==> src/rtl/arbitrated_memory_pkg.sv <==
// -----------------------------------------------------------------------------
// memory_pkg
// Shared definitions for the arbitrated memory block: default geometry,
// controller state encoding and the port identifiers held in the round-robin
// pointer.
// -----------------------------------------------------------------------------
package memory_pkg;

  localparam int DEFAULT_WORD_SIZE     = 16;
  localparam int DEFAULT_MEM_SIZE      = 128;
  localparam int DEFAULT_MEM_ADDR_SIZE = 8;

  // CLEAR: array being zeroed after reset; RUN: serving requests
  typedef enum logic [0:0] {
    CLEAR = 1'b0,
    RUN   = 1'b1
  } state_t;

  // Values of the round-robin pointer, naming the port that wins a tie
  localparam logic PORT_A = 1'b0;
  localparam logic PORT_B = 1'b1;

endpackage

==> src/rtl/arbitrated_memory_if.sv <==
// -----------------------------------------------------------------------------
// arbitrated_memory_if
// One request/response port of the arbitrated memory.
//   req_valid/req_ready : request handshake, accepted when both are high
//   write               : 1 = write, 0 = read
//   address, data_in    : request fields, held stable until accepted
//   resp_valid          : one-cycle response pulse
//   data_out, error     : response payload, held between responses
// Modports: master = requester, slave = memory.
// -----------------------------------------------------------------------------
interface arbitrated_memory_if
  import memory_pkg::*;
#(
  parameter int WORD_SIZE     = DEFAULT_WORD_SIZE,
  parameter int MEM_ADDR_SIZE = DEFAULT_MEM_ADDR_SIZE
) ();

  logic                     req_valid;
  logic                     req_ready;
  logic                     write;
  logic [MEM_ADDR_SIZE-1:0] address;
  logic [WORD_SIZE-1:0]     data_in;
  logic                     resp_valid;
  logic [WORD_SIZE-1:0]     data_out;
  logic                     error;

  modport master (
    output req_valid, write, address, data_in,
    input  req_ready, resp_valid, data_out, error
  );

  modport slave (
    input  req_valid, write, address, data_in,
    output req_ready, resp_valid, data_out, error
  );

endinterface

==> src/rtl/arbitrated_memory_arbiter.sv <==
// -----------------------------------------------------------------------------
// rr_arbiter_2
// Two-way round-robin arbiter.
//   clock, reset : rising-edge clock, synchronous active-high reset
//   req[1:0]     : request lines, bit 0 = port A, bit 1 = port B
//   enable       : arbitration allowed this cycle
//   grant[1:0]   : combinational one-hot grant
// The pointer only moves on contention, so a lone requester never disturbs
// the turn order.
// -----------------------------------------------------------------------------
module rr_arbiter_2
  import memory_pkg::*;
(
  input  logic       clock,
  input  logic       reset,
  input  logic [1:0] req,
  input  logic       enable,
  output logic [1:0] grant
);

  logic rr_pointer_r;

  // Grant selection from the request pattern and the tie-break pointer
  always_comb begin
    grant = 2'b00;
    if (enable) begin
      case (req)
        2'b01:   grant = 2'b01;
        2'b10:   grant = 2'b10;
        2'b11:   grant = (rr_pointer_r == PORT_A) ? 2'b01 : 2'b10;
        default: grant = 2'b00;
      endcase
    end else begin
      grant = 2'b00;
    end
  end

  // Tie-break pointer: hands the next tie to the port that just lost
  always_ff @(posedge clock) begin
    if (reset) begin
      rr_pointer_r <= PORT_A;
    end else if (enable && (req == 2'b11)) begin
      rr_pointer_r <= ~rr_pointer_r;
    end
  end

endmodule

==> src/rtl/arbitrated_memory.sv <==
// -----------------------------------------------------------------------------
// arbitrated_memory
// Two-port word memory with round-robin arbitration and a post-reset clear.
//   clock, reset : rising-edge clock, synchronous active-high reset
//   busy         : high while the array is being zeroed after reset
//   a, b         : request ports (slave side of arbitrated_memory_if)
// One access per cycle. A granted request gets a one-cycle-latency response
// carrying the word's previous contents (read-before-write). Addresses at or
// beyond MEM_SIZE return error with zero data and never touch the array.
// The array has no reset so it can map onto block RAM; the clear sequencer
// zeroes it one word per cycle instead.
// -----------------------------------------------------------------------------
module arbitrated_memory
  import memory_pkg::*;
#(
  parameter int WORD_SIZE     = DEFAULT_WORD_SIZE,
  parameter int MEM_SIZE      = DEFAULT_MEM_SIZE,
  parameter int MEM_ADDR_SIZE = DEFAULT_MEM_ADDR_SIZE
) (
  input  logic                 clock,
  input  logic                 reset,
  output logic                 busy,
  arbitrated_memory_if.slave   a,
  arbitrated_memory_if.slave   b
);

  localparam int                       IDX_W     = $clog2(MEM_SIZE);
  localparam logic [MEM_ADDR_SIZE-1:0] LAST_ADDR = MEM_ADDR_SIZE'(MEM_SIZE - 1);
  // One extra bit so MEM_SIZE == 2**MEM_ADDR_SIZE is representable
  localparam logic [MEM_ADDR_SIZE:0]   SIZE_EXT  = (MEM_ADDR_SIZE + 1)'(MEM_SIZE);

  state_t                   state_r, state_next_s;
  logic [MEM_ADDR_SIZE-1:0] clear_ptr_r, clear_ptr_next_s;
  logic                     busy_r, busy_next_s;

  logic                     run_s;
  logic [1:0]               req_s, grant_s;
  logic                     sel_write_s;
  logic [MEM_ADDR_SIZE-1:0] sel_addr_s;
  logic [WORD_SIZE-1:0]     sel_data_s;
  logic                     in_range_s;
  logic [IDX_W-1:0]         rd_idx_s;

  logic                     mem_we_s;
  logic [IDX_W-1:0]         mem_idx_s;
  logic [WORD_SIZE-1:0]     mem_wdata_s;
  logic [WORD_SIZE-1:0]     mem_r [MEM_SIZE];

  logic                     a_resp_valid_r, b_resp_valid_r;
  logic [WORD_SIZE-1:0]     a_data_out_r, b_data_out_r;
  logic                     a_error_r, b_error_r;

  // Readies must drop in the very cycle reset is high, so gate on reset too
  assign run_s = (state_r == RUN) && !reset;
  assign req_s = {b.req_valid, a.req_valid};

  rr_arbiter_2 u_arbiter (
    .clock  (clock),
    .reset  (reset),
    .req    (req_s),
    .enable (run_s),
    .grant  (grant_s)
  );

  assign a.req_ready = grant_s[0];
  assign b.req_ready = grant_s[1];

  // Controller state register
  always_ff @(posedge clock) begin
    if (reset) begin
      state_r     <= CLEAR;
      clear_ptr_r <= {MEM_ADDR_SIZE{1'b0}};
      busy_r      <= 1'b1;
    end else begin
      state_r     <= state_next_s;
      clear_ptr_r <= clear_ptr_next_s;
      busy_r      <= busy_next_s;
    end
  end

  // Controller next state: walk the clear pointer up to the last word
  always_comb begin
    state_next_s     = state_r;
    clear_ptr_next_s = clear_ptr_r;
    busy_next_s      = busy_r;
    case (state_r)
      CLEAR: begin
        if (clear_ptr_r == LAST_ADDR) begin
          // Pointer parks here, so a full-range array never wraps it
          state_next_s = RUN;
          busy_next_s  = 1'b0;
        end else begin
          clear_ptr_next_s = clear_ptr_r + MEM_ADDR_SIZE'(1);
        end
      end
      RUN: begin
        busy_next_s = 1'b0;
      end
      default: begin
        state_next_s     = CLEAR;
        clear_ptr_next_s = {MEM_ADDR_SIZE{1'b0}};
        busy_next_s      = 1'b1;
      end
    endcase
  end

  // Request fields of whichever port holds the grant
  always_comb begin
    sel_write_s = a.write;
    sel_addr_s  = a.address;
    sel_data_s  = a.data_in;
    if (grant_s[1]) begin
      sel_write_s = b.write;
      sel_addr_s  = b.address;
      sel_data_s  = b.data_in;
    end else begin
      sel_write_s = a.write;
      sel_addr_s  = a.address;
      sel_data_s  = a.data_in;
    end
  end

  assign in_range_s = ({1'b0, sel_addr_s} < SIZE_EXT);
  assign rd_idx_s   = sel_addr_s[IDX_W-1:0];

  // Single array write port shared by the clear sequencer and granted writes
  always_comb begin
    mem_we_s    = 1'b0;
    mem_idx_s   = {IDX_W{1'b0}};
    mem_wdata_s = {WORD_SIZE{1'b0}};
    if (reset) begin
      mem_we_s = 1'b0;
    end else if (state_r == CLEAR) begin
      mem_we_s  = 1'b1;
      mem_idx_s = clear_ptr_r[IDX_W-1:0];
    end else if ((grant_s != 2'b00) && sel_write_s && in_range_s) begin
      mem_we_s    = 1'b1;
      mem_idx_s   = rd_idx_s;
      mem_wdata_s = sel_data_s;
    end else begin
      mem_we_s = 1'b0;
    end
  end

  // Array storage, deliberately without reset
  always_ff @(posedge clock) begin
    if (mem_we_s) begin
      mem_r[mem_idx_s] <= mem_wdata_s;
    end
  end

  // Response registers; the array read sees the pre-edge contents
  always_ff @(posedge clock) begin
    if (reset) begin
      a_resp_valid_r <= 1'b0;
      b_resp_valid_r <= 1'b0;
      a_data_out_r   <= {WORD_SIZE{1'b0}};
      b_data_out_r   <= {WORD_SIZE{1'b0}};
      a_error_r      <= 1'b0;
      b_error_r      <= 1'b0;
    end else begin
      a_resp_valid_r <= grant_s[0];
      b_resp_valid_r <= grant_s[1];
      if (grant_s[0]) begin
        a_data_out_r <= in_range_s ? mem_r[rd_idx_s] : {WORD_SIZE{1'b0}};
        a_error_r    <= !in_range_s;
      end
      if (grant_s[1]) begin
        b_data_out_r <= in_range_s ? mem_r[rd_idx_s] : {WORD_SIZE{1'b0}};
        b_error_r    <= !in_range_s;
      end
    end
  end

  assign busy         = busy_r;
  assign a.resp_valid = a_resp_valid_r;
  assign a.data_out   = a_data_out_r;
  assign a.error      = a_error_r;
  assign b.resp_valid = b_resp_valid_r;
  assign b.data_out   = b_data_out_r;
  assign b.error      = b_error_r;

endmodule
==> src/flat_wrapper.sv <==
// flat-port wrapper written by rule: the top's interface ports become plain ports
module arbitrated_memory_flat import memory_pkg::*;
#(
  parameter int WORD_SIZE     = DEFAULT_WORD_SIZE,
  parameter int MEM_SIZE      = DEFAULT_MEM_SIZE,
  parameter int MEM_ADDR_SIZE = DEFAULT_MEM_ADDR_SIZE
)
  (clock, reset, busy, a_req_valid, a_write, a_address, a_data_in, a_req_ready, a_resp_valid, a_data_out, a_error, b_req_valid, b_write, b_address, b_data_in, b_req_ready, b_resp_valid, b_data_out, b_error);
  arbitrated_memory_if #(.WORD_SIZE(WORD_SIZE), .MEM_ADDR_SIZE(MEM_ADDR_SIZE)) a_i ();
  arbitrated_memory_if #(.WORD_SIZE(WORD_SIZE), .MEM_ADDR_SIZE(MEM_ADDR_SIZE)) b_i ();
  input  logic clock;
  input  logic reset;
  output logic busy;
  input wire logic [$bits(a_i.req_valid)-1:0] a_req_valid;
  input wire logic [$bits(a_i.write)-1:0] a_write;
  input wire logic [$bits(a_i.address)-1:0] a_address;
  input wire logic [$bits(a_i.data_in)-1:0] a_data_in;
  output wire logic [$bits(a_i.req_ready)-1:0] a_req_ready;
  output wire logic [$bits(a_i.resp_valid)-1:0] a_resp_valid;
  output wire logic [$bits(a_i.data_out)-1:0] a_data_out;
  output wire logic [$bits(a_i.error)-1:0] a_error;
  input wire logic [$bits(b_i.req_valid)-1:0] b_req_valid;
  input wire logic [$bits(b_i.write)-1:0] b_write;
  input wire logic [$bits(b_i.address)-1:0] b_address;
  input wire logic [$bits(b_i.data_in)-1:0] b_data_in;
  output wire logic [$bits(b_i.req_ready)-1:0] b_req_ready;
  output wire logic [$bits(b_i.resp_valid)-1:0] b_resp_valid;
  output wire logic [$bits(b_i.data_out)-1:0] b_data_out;
  output wire logic [$bits(b_i.error)-1:0] b_error;
  assign a_i.req_valid = a_req_valid;
  assign a_i.write = a_write;
  assign a_i.address = a_address;
  assign a_i.data_in = a_data_in;
  assign a_req_ready = a_i.req_ready;
  assign a_resp_valid = a_i.resp_valid;
  assign a_data_out = a_i.data_out;
  assign a_error = a_i.error;
  assign b_i.req_valid = b_req_valid;
  assign b_i.write = b_write;
  assign b_i.address = b_address;
  assign b_i.data_in = b_data_in;
  assign b_req_ready = b_i.req_ready;
  assign b_resp_valid = b_i.resp_valid;
  assign b_data_out = b_i.data_out;
  assign b_error = b_i.error;
  arbitrated_memory #(.WORD_SIZE(WORD_SIZE), .MEM_SIZE(MEM_SIZE), .MEM_ADDR_SIZE(MEM_ADDR_SIZE)) u_core (.clock(clock), .reset(reset), .busy(busy), .a(a_i), .b(b_i));
endmodule
==> config.mk <==
export PLATFORM = sky130hd
export DESIGN_NAME = arbitrated_memory_flat
export DESIGN_NICKNAME = d
export VERILOG_FILES = /design/src/rtl/arbitrated_memory_pkg.sv /design/src/rtl/arbitrated_memory_if.sv /design/src/rtl/arbitrated_memory_arbiter.sv /design/src/rtl/arbitrated_memory.sv /design/src/flat_wrapper.sv
export SDC_FILE = /design/constraint.sdc
export NUM_CORES = 2
export LEC_CHECK = 0
export ABC_AREA = 1
export BUFFER_PORTS_ARGS = -buffer_cell sky130_fd_sc_hd__buf_4
export CAP_MARGIN = 0
export CORE_MARGIN = 3
export CORE_UTILIZATION = 58
export CTS_CLUSTER_SIZE = 28
export DETAILED_ROUTE_END_ITERATION = 10
export PLACE_DENSITY = 0.74
export SYNTH_ARGS = -nofsm -noshare
export SYNTH_HDL_FRONTEND = slang
export SYNTH_SLANG_ARGS = --single-unit
==> constraint.sdc <==
create_clock -name clock -period 14.47 [get_ports clock]
set_clock_uncertainty 0.15 [all_clocks]
set_input_delay 1.447 -clock clock [delete_from_list [all_inputs] [get_ports clock]]
set_output_delay 1.447 -clock clock [all_outputs]
set_load 0.005 [all_outputs]
==> results.sh <==
export IMPL_synth_seq_cells=2095
export IMPL_final_util=0.651
export IMPL_start_util=0.586
export IMPL_core_region_area_sq_um=144000
export IMPL_h_tree_depth=4
export IMPL_crit_top_cell="nand3_1"
export IMPL_yosysWarnings=0
export IMPL_yosysTopAreaCellShare=0.728
export IMPL_power_mw=12.3
export IMPL_grt_pass1_vias=55400
export IMPL_area_growth_pct=11.1
export IMPL_post_cts_resize_count=0
export IMPL_routabilityCongestion=0.945
export IMPL_ant_nets=0
export IMPL_power_leakage_nw=35.3
export IMPL_globalRouteTotalUtil=0.314
export IMPL_rows=139
export IMPL_crit_chain="buf_4, nor2_4, nand3_4, nand2_1, o21ai_4, buf_4, inv_8, buf_4, buf_4, nand3_1, nand3_1, nand2_1, nand2_1, nand3_1, nand3_1, nand3_1, a21oi_1"
export IMPL_cts_tree="yes"
export IMPL_period_share=0.449
export IMPL_avgSynthCellArea_sq_um=11.8
export IMPL_grt_antenna_before_repair=6
export IMPL_cts_sinks=2095
export IMPL_path_buf_inv=5
export IMPL_worst_path_dominant_cell_family="buffers and inverters"
export IMPL_slowest_stage="buf_4"
export IMPL_start_kind="primary input"
export IMPL_fin_nets=7249
export IMPL_die_area_sq_um=150000
export IMPL_cts_hold_buf=0
export IMPL_design_area_sq_um=93800
export IMPL_synth_largest_area_cell="edfxtp_1"
export IMPL_crit_path_end_kind="flop"
export IMPL_synth_distinct_cells=31
export IMPL_wl_per_cell_um=25.9
export IMPL_slew_limit_headroom=0.101
export IMPL_synthesis_nets=7205
export IMPL_path_max_fanout=88
export IMPL_grt_max_degree=210
export IMPL_grt_pass1_wl_um=355000
export IMPL_path_clk_slew_ns=0.06
export IMPL_drc=0
export IMPL_root_buffer="clkbuf_16"
export IMPL_pin_count=93
export IMPL_drive_above_1_share=0.0852
export IMPL_drv_slew=0
export IMPL_setup_viol=0
export IMPL_placed_cell_area_sq_um=87500
export IMPL_ir_drop_mv=0.109
export IMPL_final_hold_violation_count=0
export IMPL_fillers=10200
export IMPL_fin_cells=9264
export IMPL_placedCellCount=8892
export IMPL_rsz0062_at_grt="false"
export IMPL_drt_total_wl_um=240000
export IMPL_viasPerCell=6.33
export IMPL_cpPeakStageDelay_ns=0.84
export IMPL_portBuffers=92
export IMPL_hp_class="flop to flop"
export IMPL_critical_path_class="primary input to flop"
export IMPL_clock_latency_ns=0.82
export IMPL_synth_cells=7150
export IMPL_drt_initial_drc_count=9976
export IMPL_powerDensity_nw_per_um2=131
export IMPL_timing_fmax_mhz=154
export IMPL_grt_overflow=0
export IMPL_required_ns=15.07
export IMPL_dr_total_vias=58600
export IMPL_post_cts_buffers=0
export IMPL_worst_pin_slew_ns=1.35
export IMPL_status="completed"
export IMPL_die_h_um=388
export IMPL_cts_buffers=203
export IMPL_cts_buffer_depth=3
export IMPL_dp_hpwl_um=131000
export IMPL_synth_area_sq_um=84500
export IMPL_yosysSeqAreaShare=0.739
export IMPL_drv_cap=0
export IMPL_die_width_um=388
export IMPL_firstDrtPassIters=7
export IMPL_final_min_clock_period_ns=6.49
export IMPL_arrival_ns=7.10
export IMPL_finalSetupTns_ns=0
export IMPL_synthTopCellsByArea="edfxtp_1, nand3_1, nand2_1"
==> synthesized netlist by cell type <==
library cell / count
nand2_1: 2291
edfxtp_1: 2048
nand3_1: 1981
buf_2: 252
clkbuf_1: 167
nor2_1: 150
a21oi_1: 55
buf_1: 51
dfxtp_1: 47
o21ai_0: 33
inv_1: 30
o21ai_1: 10
nor3_1: 7
inv_2: 4
buf_4: 2
clkinv_1: 2
nand2_2: 2
nand4_1: 2
nor2_2: 2
o211ai_1: 2
o21ai_2: 2
a31oi_1: 1
and3_1: 1
ha_1: 1
nand3_4: 1
nand4_2: 1
nor2_4: 1
nor4_1: 1
o211ai_4: 1
o21ai_4: 1
o21bai_4: 1
==> tightest hold or removal path: stages (launching register included) <==
cell and delay, ns:
dfxtp_1 0.32, nand2_1 0.06, nand2_1 0.04
==> logic make-up after synthesis <==
family | count (synthesis) | synth area share
AND/OR/NAND/NOR | 4440 | 0.227
flip-flops | 2095 | 0.739
buffers and inverters | 508 | 0.0264
AO/OA/AOI/OAI | 106 | 0.00693
adder cells (fa/ha/maj) | 1 | 0.000148
==> metal layers <==
metal / vias to the layer above / track usage / wire length, um
li1: 25500 / - / -
met1: 28100 / 0.438 / 87200
met2: 4420 / 0.469 / 108000
met4: 2 / 0.142 / 11600
met3: 640 / 0.0826 / 33300
met5: - / 0 / 14
==> area by class of cell <==
type	count	area, sq um	share of cell area
well taps	1903	2380	0.0254
inverters	36	145	0.00155
clock inverters	100	853	0.00910
diodes	2	5.00	0.0000533
repair buffers	311	2450	0.0261
clock buffers	270	5480	0.0584
multi-input cells	4547	20100	0.214
flip-flops and latches	2095	62400	0.666
==> per-stage QoR <==
step / hold WS [ns] / setup WS, ns
6_report: 0.315 / 7.98
5_1_grt: 0.354 / 7.87
4_1_cts: 0.317 / 8.30
3_5_place_dp: 0.306 / 7.41
3_3_place_gp: 0.290 / 7.42
2_1_floorplan: 0.293 / 7.35
==> registers in the layout (all words and copies together), names as in the netlist <==
name	cells
u_core.a.data_out	16
u_core.a.resp_valid	1
u_core.clear_ptr_r	8
u_core.mem_r	2048
u_core.b.resp_valid	1
u_core.a.error	1
u_core.busy	1
u_core.state_r	1
u_core.b.error	1
u_core.u_arbiter.rr_pointer_r	1
u_core.b.data_out	16
==> final timing paths <==
kind / slack, ns / startpoint / cells after the start / to
setup / recovery: 7.98 / reset / 17 / u_core.a.data_out[6]
hold / removal: 0.32 / u_core.busy / 2 / u_core.busy
setup reg to reg: 8.11 / u_core.state_r / 17 / u_core.a.data_out[6]
hold reg to reg: 0.32 / u_core.busy / 2 / u_core.busy
==> report_power, final <==
part           leakage [nW]  internal (mW)  total [mW]  switching (mW)
Clock                  3.10           2.88        5.07            2.19
Sequential             22.9           6.56        6.57         0.00262
Combinational          9.20          0.150       0.614           0.464
==> layout by cell type, fill, tap and decap left out, drive strengths merged <==
| cell type | n |
|---|---|
| o21bai | 1 |
| clkinvlp | 4 |
| edfxtp | 2048 |
| a21oi | 55 |
| bufinv | 13 |
| o211ai | 3 |
| nand3 | 1982 |
| nand4 | 3 |
| nor3 | 7 |
| buf | 311 |
| ha | 1 |
| nor4 | 1 |
| dfxtp | 47 |
| clkinv | 78 |
| inv | 41 |
| a31oi | 1 |
| clkbuf | 270 |
| nor2 | 153 |
| nand2 | 2293 |
| o21ai | 46 |
| and3 | 1 |
| diode | 2 |
Note: power is estimated with default switching activity, not from simulation.
